**config.mk**
```make
export PLATFORM = sky130hd
export DESIGN_NAME = seven_segment_scan
export DESIGN_NICKNAME = d
export VERILOG_FILES = /design/src/rtl/seven_segment_pkg.sv /design/src/rtl/hex_to_seg.sv /design/src/rtl/seven_segment_scan.sv
export SDC_FILE = /design/constraint.sdc
export NUM_CORES = 1
export LEC_CHECK = 0
export CORE_MARGIN = 3
export CORE_UTILIZATION = 60
export CTS_BUF_LIST = sky130_fd_sc_hd__clkbuf_2 sky130_fd_sc_hd__clkbuf_4 sky130_fd_sc_hd__clkbuf_8
export DETAILED_ROUTE_END_ITERATION = 16
export GPL_TIMING_DRIVEN = 0
export PLACE_DENSITY = 0.86
export RECOVER_POWER = 25
export SLEW_MARGIN = 40
export SYNTH_ARGS = -nofsm -noshare
export SYNTH_HDL_FRONTEND = slang
export SYNTH_SLANG_ARGS = --single-unit
```
**constraint.sdc**
```tcl
create_clock -name clk -period 6.73 [get_ports clk]
set_input_delay 0.673 -clock clk [delete_from_list [all_inputs] [get_ports clk]]
set_output_delay 0.673 -clock clk [all_outputs]
set_load 0.005 [all_outputs]
```
**src/rtl/seven_segment_pkg.sv**
```systemverilog
// Shared constants for the multiplexed seven-segment driver: the hex glyph
// table, the all-segments-off pattern and the segment bit positions.
package seven_segment_pkg;

  // Segment order on the seg bus is {a,b,c,d,e,f,g}, so a is the MSB.
  localparam int SEG_W     = 7;
  localparam int SEG_A_BIT = 6;
  localparam int SEG_G_BIT = 0;

  localparam logic [SEG_W-1:0] SEG_OFF = 7'b000_0000;

  // Active-high glyphs; entry n is the pattern for hex digit n.
  localparam logic [15:0][SEG_W-1:0] GLYPH_TABLE = {
    7'b1000111,  // F
    7'b1001111,  // E
    7'b0111101,  // d
    7'b1001110,  // C
    7'b0011111,  // b
    7'b1110111,  // A
    7'b1111011,  // 9
    7'b1111111,  // 8
    7'b1110000,  // 7
    7'b1011111,  // 6
    7'b1011011,  // 5
    7'b0110011,  // 4
    7'b1111001,  // 3
    7'b1101101,  // 2
    7'b0110000,  // 1
    7'b1111110   // 0
  };

  function automatic logic [SEG_W-1:0] glyph_of(input logic [3:0] nibble);
    return GLYPH_TABLE[nibble];
  endfunction

endpackage

```
**src/rtl/hex_to_seg.sv**
```systemverilog
// Combinational hex nibble to active-high seven-segment glyph.
module hex_to_seg
  import seven_segment_pkg::*;
(
  input  logic [3:0]       nibble,
  output logic [SEG_W-1:0] glyph
);

  assign glyph = glyph_of(nibble);

endmodule

```
**src/rtl/seven_segment_scan.sv**
```systemverilog
// Time-multiplexed seven-segment driver. A prescaler paces the digit scan,
// new values are staged in a shadow register and only copied to the display
// register at a frame boundary so a frame never mixes old and new digits.
module seven_segment_scan
  import seven_segment_pkg::*;
#(
  parameter int DIGITS      = 4,
  parameter int REFRESH_DIV = 50000,
  parameter int ACTIVE_LOW  = 0,
  parameter int LZ_SUPPRESS = 1
) (
  input  logic                  clk,
  input  logic                  rst_n,
  input  logic                  load,
  input  logic [4*DIGITS-1:0]   value,
  input  logic [DIGITS-1:0]     dp_in,
  input  logic                  blank,
  output logic [SEG_W-1:0]      seg,
  output logic                  dp,
  output logic [DIGITS-1:0]     an,
  output logic                  pending
);

  localparam int PW = (REFRESH_DIV > 1) ? $clog2(REFRESH_DIV) : 1;
  localparam int IW = (DIGITS > 1) ? $clog2(DIGITS) : 1;
  localparam logic [PW-1:0] PRE_MAX = PW'(REFRESH_DIV - 1);
  localparam logic [IW-1:0] IDX_MAX = IW'(DIGITS - 1);
  localparam bit INV = (ACTIVE_LOW != 0);

  logic [PW-1:0]         prescaler;
  logic [IW-1:0]         index;
  logic [4*DIGITS-1:0]   shadow_value;
  logic [DIGITS-1:0]     shadow_dp;
  logic [4*DIGITS-1:0]   display_value;
  logic [DIGITS-1:0]     display_dp;

  logic                  tick;
  logic                  frame_end;
  logic [DIGITS-1:0]     lead_zero;
  logic                  upper_zero;
  logic [3:0]            sel_nibble;
  logic                  sel_dp;
  logic                  sel_lz;
  logic [SEG_W-1:0]      sel_glyph;
  logic [SEG_W-1:0]      next_seg;
  logic                  next_dp;
  logic [DIGITS-1:0]     next_an;

  assign tick      = (prescaler == PRE_MAX);
  assign frame_end = tick && (index == IDX_MAX);

  // Prescaler paces the scan; the digit index advances once per tick.
  always_ff @(posedge clk or negedge rst_n) begin
    if (!rst_n) begin
      prescaler <= '0;
      index     <= '0;
    end else if (tick) begin
      prescaler <= '0;
      index     <= (index == IDX_MAX) ? '0 : index + 1'b1;
    end else begin
      prescaler <= prescaler + 1'b1;
    end
  end

  // Shadow captures loads; display only takes the shadow at a frame boundary.
  // A load landing on the commit edge still wins the shadow and keeps pending
  // set, while the display takes the previously staged value.
  always_ff @(posedge clk or negedge rst_n) begin
    if (!rst_n) begin
      shadow_value  <= '0;
      shadow_dp     <= '0;
      display_value <= '0;
      display_dp    <= '0;
      pending       <= 1'b0;
    end else begin
      if (frame_end && pending) begin
        display_value <= shadow_value;
        display_dp    <= shadow_dp;
      end
      if (load) begin
        shadow_value <= value;
        shadow_dp    <= dp_in;
        pending      <= 1'b1;
      end else if (frame_end) begin
        pending      <= 1'b0;
      end
    end
  end

  // A digit above 0 is a leading zero when it and every higher nibble are 0.
  always_comb begin
    lead_zero  = '0;
    upper_zero = 1'b1;
    for (int i = DIGITS - 1; i >= 0; i--) begin
      upper_zero = upper_zero && (display_value[i*4 +: 4] == 4'd0);
      if ((LZ_SUPPRESS != 0) && (i > 0)) lead_zero[i] = upper_zero;
    end
  end

  // Pick the nibble, decimal point and suppression flag of the active digit.
  always_comb begin
    sel_nibble = '0;
    sel_dp     = 1'b0;
    sel_lz     = 1'b0;
    for (int i = 0; i < DIGITS; i++) begin
      if (index == IW'(i)) begin
        sel_nibble = display_value[i*4 +: 4];
        sel_dp     = display_dp[i];
        sel_lz     = lead_zero[i];
      end
    end
  end

  hex_to_seg u_hex_to_seg (
    .nibble (sel_nibble),
    .glyph  (sel_glyph)
  );

  // Active-high next outputs. A leading-zero digit with its decimal point set
  // stays enabled so the point is visible, but its segments are dark.
  always_comb begin
    next_an  = '0;
    next_seg = (blank || sel_lz) ? SEG_OFF : sel_glyph;
    next_dp  = !blank && sel_dp;
    for (int i = 0; i < DIGITS; i++) begin
      next_an[i] = (index == IW'(i)) && !blank && !(sel_lz && !sel_dp);
    end
  end

  // Output registers; polarity inversion happens only here.
  always_ff @(posedge clk or negedge rst_n) begin
    if (!rst_n) begin
      seg <= {SEG_W{INV}};
      dp  <= INV;
      an  <= {DIGITS{INV}};
    end else begin
      seg <= next_seg ^ {SEG_W{INV}};
      dp  <= next_dp ^ INV;
      an  <= next_an ^ {DIGITS{INV}};
    end
  end

endmodule
```
==> flow_metrics.env <==
export IMPL_routabilityCongestion=0.816
export IMPL_synth_avg_cell_area_um2=13.1
export IMPL_tightest_slew_ns=2.33
export IMPL_final_common_cell="dfrtp_1"
export IMPL_grtUsageMet2=0.333
export IMPL_cp_arrival_ns=3.39
export IMPL_cp_data_required_time_ns=6.70
export IMPL_synth_edf_count=0
export IMPL_rows=26
export IMPL_yosys_area_share_adder=0.0404
export IMPL_slowest_delay_ns=1.74
export IMPL_detailedPlace_worstSlack_ns=4.34
export IMPL_worstHoldEndpoint="prescaler[5]"
export IMPL_wl_um=6230
export IMPL_synth_ff_latch_count=71
export IMPL_synth_top_cell_by_area="dfrtp_1"
export IMPL_outcome="finished, violations left"
export IMPL_grt_total_usage=0.209
export IMPL_cts_resized=0
export IMPL_clock_path_buffers=2
export IMPL_cts_made_buffers=9
export IMPL_synthArstFlopShare=1.00
export IMPL_wl_per_cell_um=16.3
export IMPL_drv_slew=47
export IMPL_dr_pass1_iters=4
export IMPL_ff2ff_setup_slack_ns=4.28
export IMPL_path_max_fanout=46
export IMPL_timing_rr_start="index[0]"
export IMPL_critical_path_class="input pin to async pin"
export IMPL_slew_headroom=-0.555
export IMPL_top_usage_layer="met2"
export IMPL_hold_depth=1
export IMPL_slowest_stage="clkbuf_1"
export IMPL_crit_family="buffers and inverters"
export IMPL_synth_top_family_by_area="multiplexers"
export IMPL_cts_sinks=71
export IMPL_grt_pass1_vias=2133
export IMPL_crit_top_cell="clkbuf_1"
export IMPL_fmax_mhz=292
export IMPL_postCtsSetupRepairBufs=0
export IMPL_route_vias_total=2153
export IMPL_synthSimpleGateAreaFrac=0.131
export IMPL_layout_common_cells="dfrtp_1, clkdlybuf4s50_1, mux2_2, mux2_4, nor2_1"
export IMPL_timing_rr_end="seg[2]"
export IMPL_syn_inst=260
export IMPL_via_per_inst=5.64
export IMPL_syn2layout_area_growth_pct=19.5
export IMPL_grt_max_degree=47
export IMPL_synth_xor_area_share=0.0385
export IMPL_min_path_type="register to register"
export IMPL_hp_start="prescaler[5]"
export IMPL_use_met3=0.0443
export IMPL_clock_skew_ns=0.0105
export IMPL_ctsHoldBuffers=0
export IMPL_fp_dieArea_mm2=0.00662
export IMPL_tns_ns=0
export IMPL_route_detailed_drc=0
export IMPL_rr_worst_depth=10
export IMPL_grt_pass1_wl_um=10300
export IMPL_synth_compound_area_frac=0.0690
export IMPL_path_buf_inv=2
export IMPL_synth_area_mm2=0.00341
export IMPL_synth_area_top_cells="dfrtp_1, mux2_4, mux2_2"
export IMPL_power_density_mw_per_mm2=214
export IMPL_ir_worst_vdd_uv=228
export IMPL_clk_transition_reported_paths_ns=0.07
export IMPL_cp_cell_sequence="clkbuf_1, clkbuf_1"
export IMPL_die_height_um=81.4
export IMPL_h_tree_depth=3
export IMPL_synth_flop_cell="dfrtp_1"
export IMPL_setup_viol=0
export IMPL_cts_root_buf="clkbuf_8"
export IMPL_diodes=0
export IMPL_layout_nets=343
export IMPL_die_w_um=81.4
export IMPL_rsz0062_at_grt="false"
export IMPL_dr_first_iter_drc_count=112
export IMPL_antenna_found_initial=0
export IMPL_finalWorstSetupSlack_ns=3.30
export IMPL_coreArea_mm2=0.00530
export IMPL_globalRouteMet1Util=0.277
export IMPL_cts_tree="built"
export IMPL_yosys_warnings=0
export IMPL_insertion_delay_ns=0.34
export IMPL_fillers=322
export IMPL_floorplan_initialDensity=0.643
export IMPL_endpoint_kind="async pin"
export IMPL_ys_types=54
export IMPL_drive_above_1_share=0.240
export IMPL_syn_nets=295
export IMPL_ys_seq_area_frac=0.521
export IMPL_hold_viol_final=0
export IMPL_io_pin_count=37
export IMPL_dp_hpwl_um=4390
export IMPL_io_buffers=36
export IMPL_overflow=0
export IMPL_p_leak_nw=1.79
export IMPL_violations="capacitance limit, slew limit"
export IMPL_finalCritPeriodShare=0.509
export IMPL_fin_crit_ns=3.43
export IMPL_max_cap_violations=1
export IMPL_synth_top_area_share=0.521
export IMPL_antenna_left=0
export IMPL_cp_start_kind="input pin"
export IMPL_synthMuxAreaShare=0.160
cells by family after synthesis:
family,after synthesis
AND/OR/NAND/NOR,76
flip-flops,71
AO/OA/AOI/OAI,27
adder cells (fa/ha/maj),11
multiplexers,42
buffers and inverters,18
XOR/XNOR,15
power by group:
| group | switching, W | leakage, nW | internal, W | total, W |
|---|---|---|---|---|
| clock network | 0.000151 | 0.110 | 0.000225 | 0.000377 |
| logic | 0.0000182 | 0.774 | 0.0000275 | 0.0000457 |
| registers | 0.00000697 | 0.911 | 0.000441 | 0.000448 |
| total | 0.000177 | 1.79 | 0.000694 | 0.000870 |
flip-flops by register name, summed over array words and instances (netlist names):
signal         cells
display_value     16
prescaler         16
shadow_value      16
seg                7
an                 4
display_dp         4
shadow_dp          4
index              2
dp                 1
pending            1
through the flow:
step | std cells | hold slack (ns) | total power, W | utilization | cell area (um^2)
global placement | 366 | 0.484 | 0.000500 | 0.727 | 3860
floorplan | 260 | 0.377 | 0.000472 | - | 3410
global route | 382 | 0.524 | 0.000903 | 0.768 | 4070
CTS | 382 | 0.233 | 0.000880 | 0.772 | 4090
detailed placement | 367 | 0.494 | 0.000505 | 0.731 | 3870
finish | 382 | 0.495 | 0.000870 | 0.768 | 4070
worst max path at each step:
stage          startpoint                end  slack (ns)  depth (start not counted)
3_3_place_gp        rst_n              an[3]        2.78                          1
6_report            rst_n      display_dp[3]        3.30                          2
5_1_grt             rst_n  display_value[13]        2.62                          2
2_1_floorplan    index[0]             seg[6]        4.60                         10
3_5_place_dp     index[0]             seg[2]        4.34                         10
4_1_cts          index[0]             seg[2]        4.28                         10
layout make-up:
cell class / count / area [um^2] / share of cell area
flip-flops and latches: 71 / 1780 / 0.436
multi-input cells: 171 / 1500 / 0.368
repair buffers: 37 / 358 / 0.0878
clock buffers: 12 / 153 / 0.0375
plain buffers: 10 / 104 / 0.0255
well taps: 70 / 87.6 / 0.0215
clock inverters: 3 / 67.6 / 0.0166
inverters: 8 / 30.0 / 0.00737
routing by layer:
layer | vias to the layer above | routed length [um]
met4 | 0 | 103
met1 | 1076 | 2800
met2 | 51 | 3070
met5 | - | 0
li1 | 1017 | -
met3 | 9 | 256
synth_stat cells, types with 2 or more instances:
cell type	instances
nand3b_1	5
mux2_2	20
nand2_1	12
buf_12	2
nand4_1	3
nand3_1	6
o21ai_1	2
nor2_1	14
a211oi_2	2
clkbuf_1	3
mux2_4	20
a21oi_1	3
nor4_1	2
o211ai_1	2
nor2b_1	4
buf_6	4
xnor2_1	5
nor2_2	2
nor3_1	5
and4_1	3
and3_1	2
ha_1	11
o22ai_1	2
nor3b_1	2
and2_1	5
dfrtp_1	71
a221oi_1	4
inv_1	8
xor2_1	10
o21ai_0	2
(Power assumes the default switching activity.)
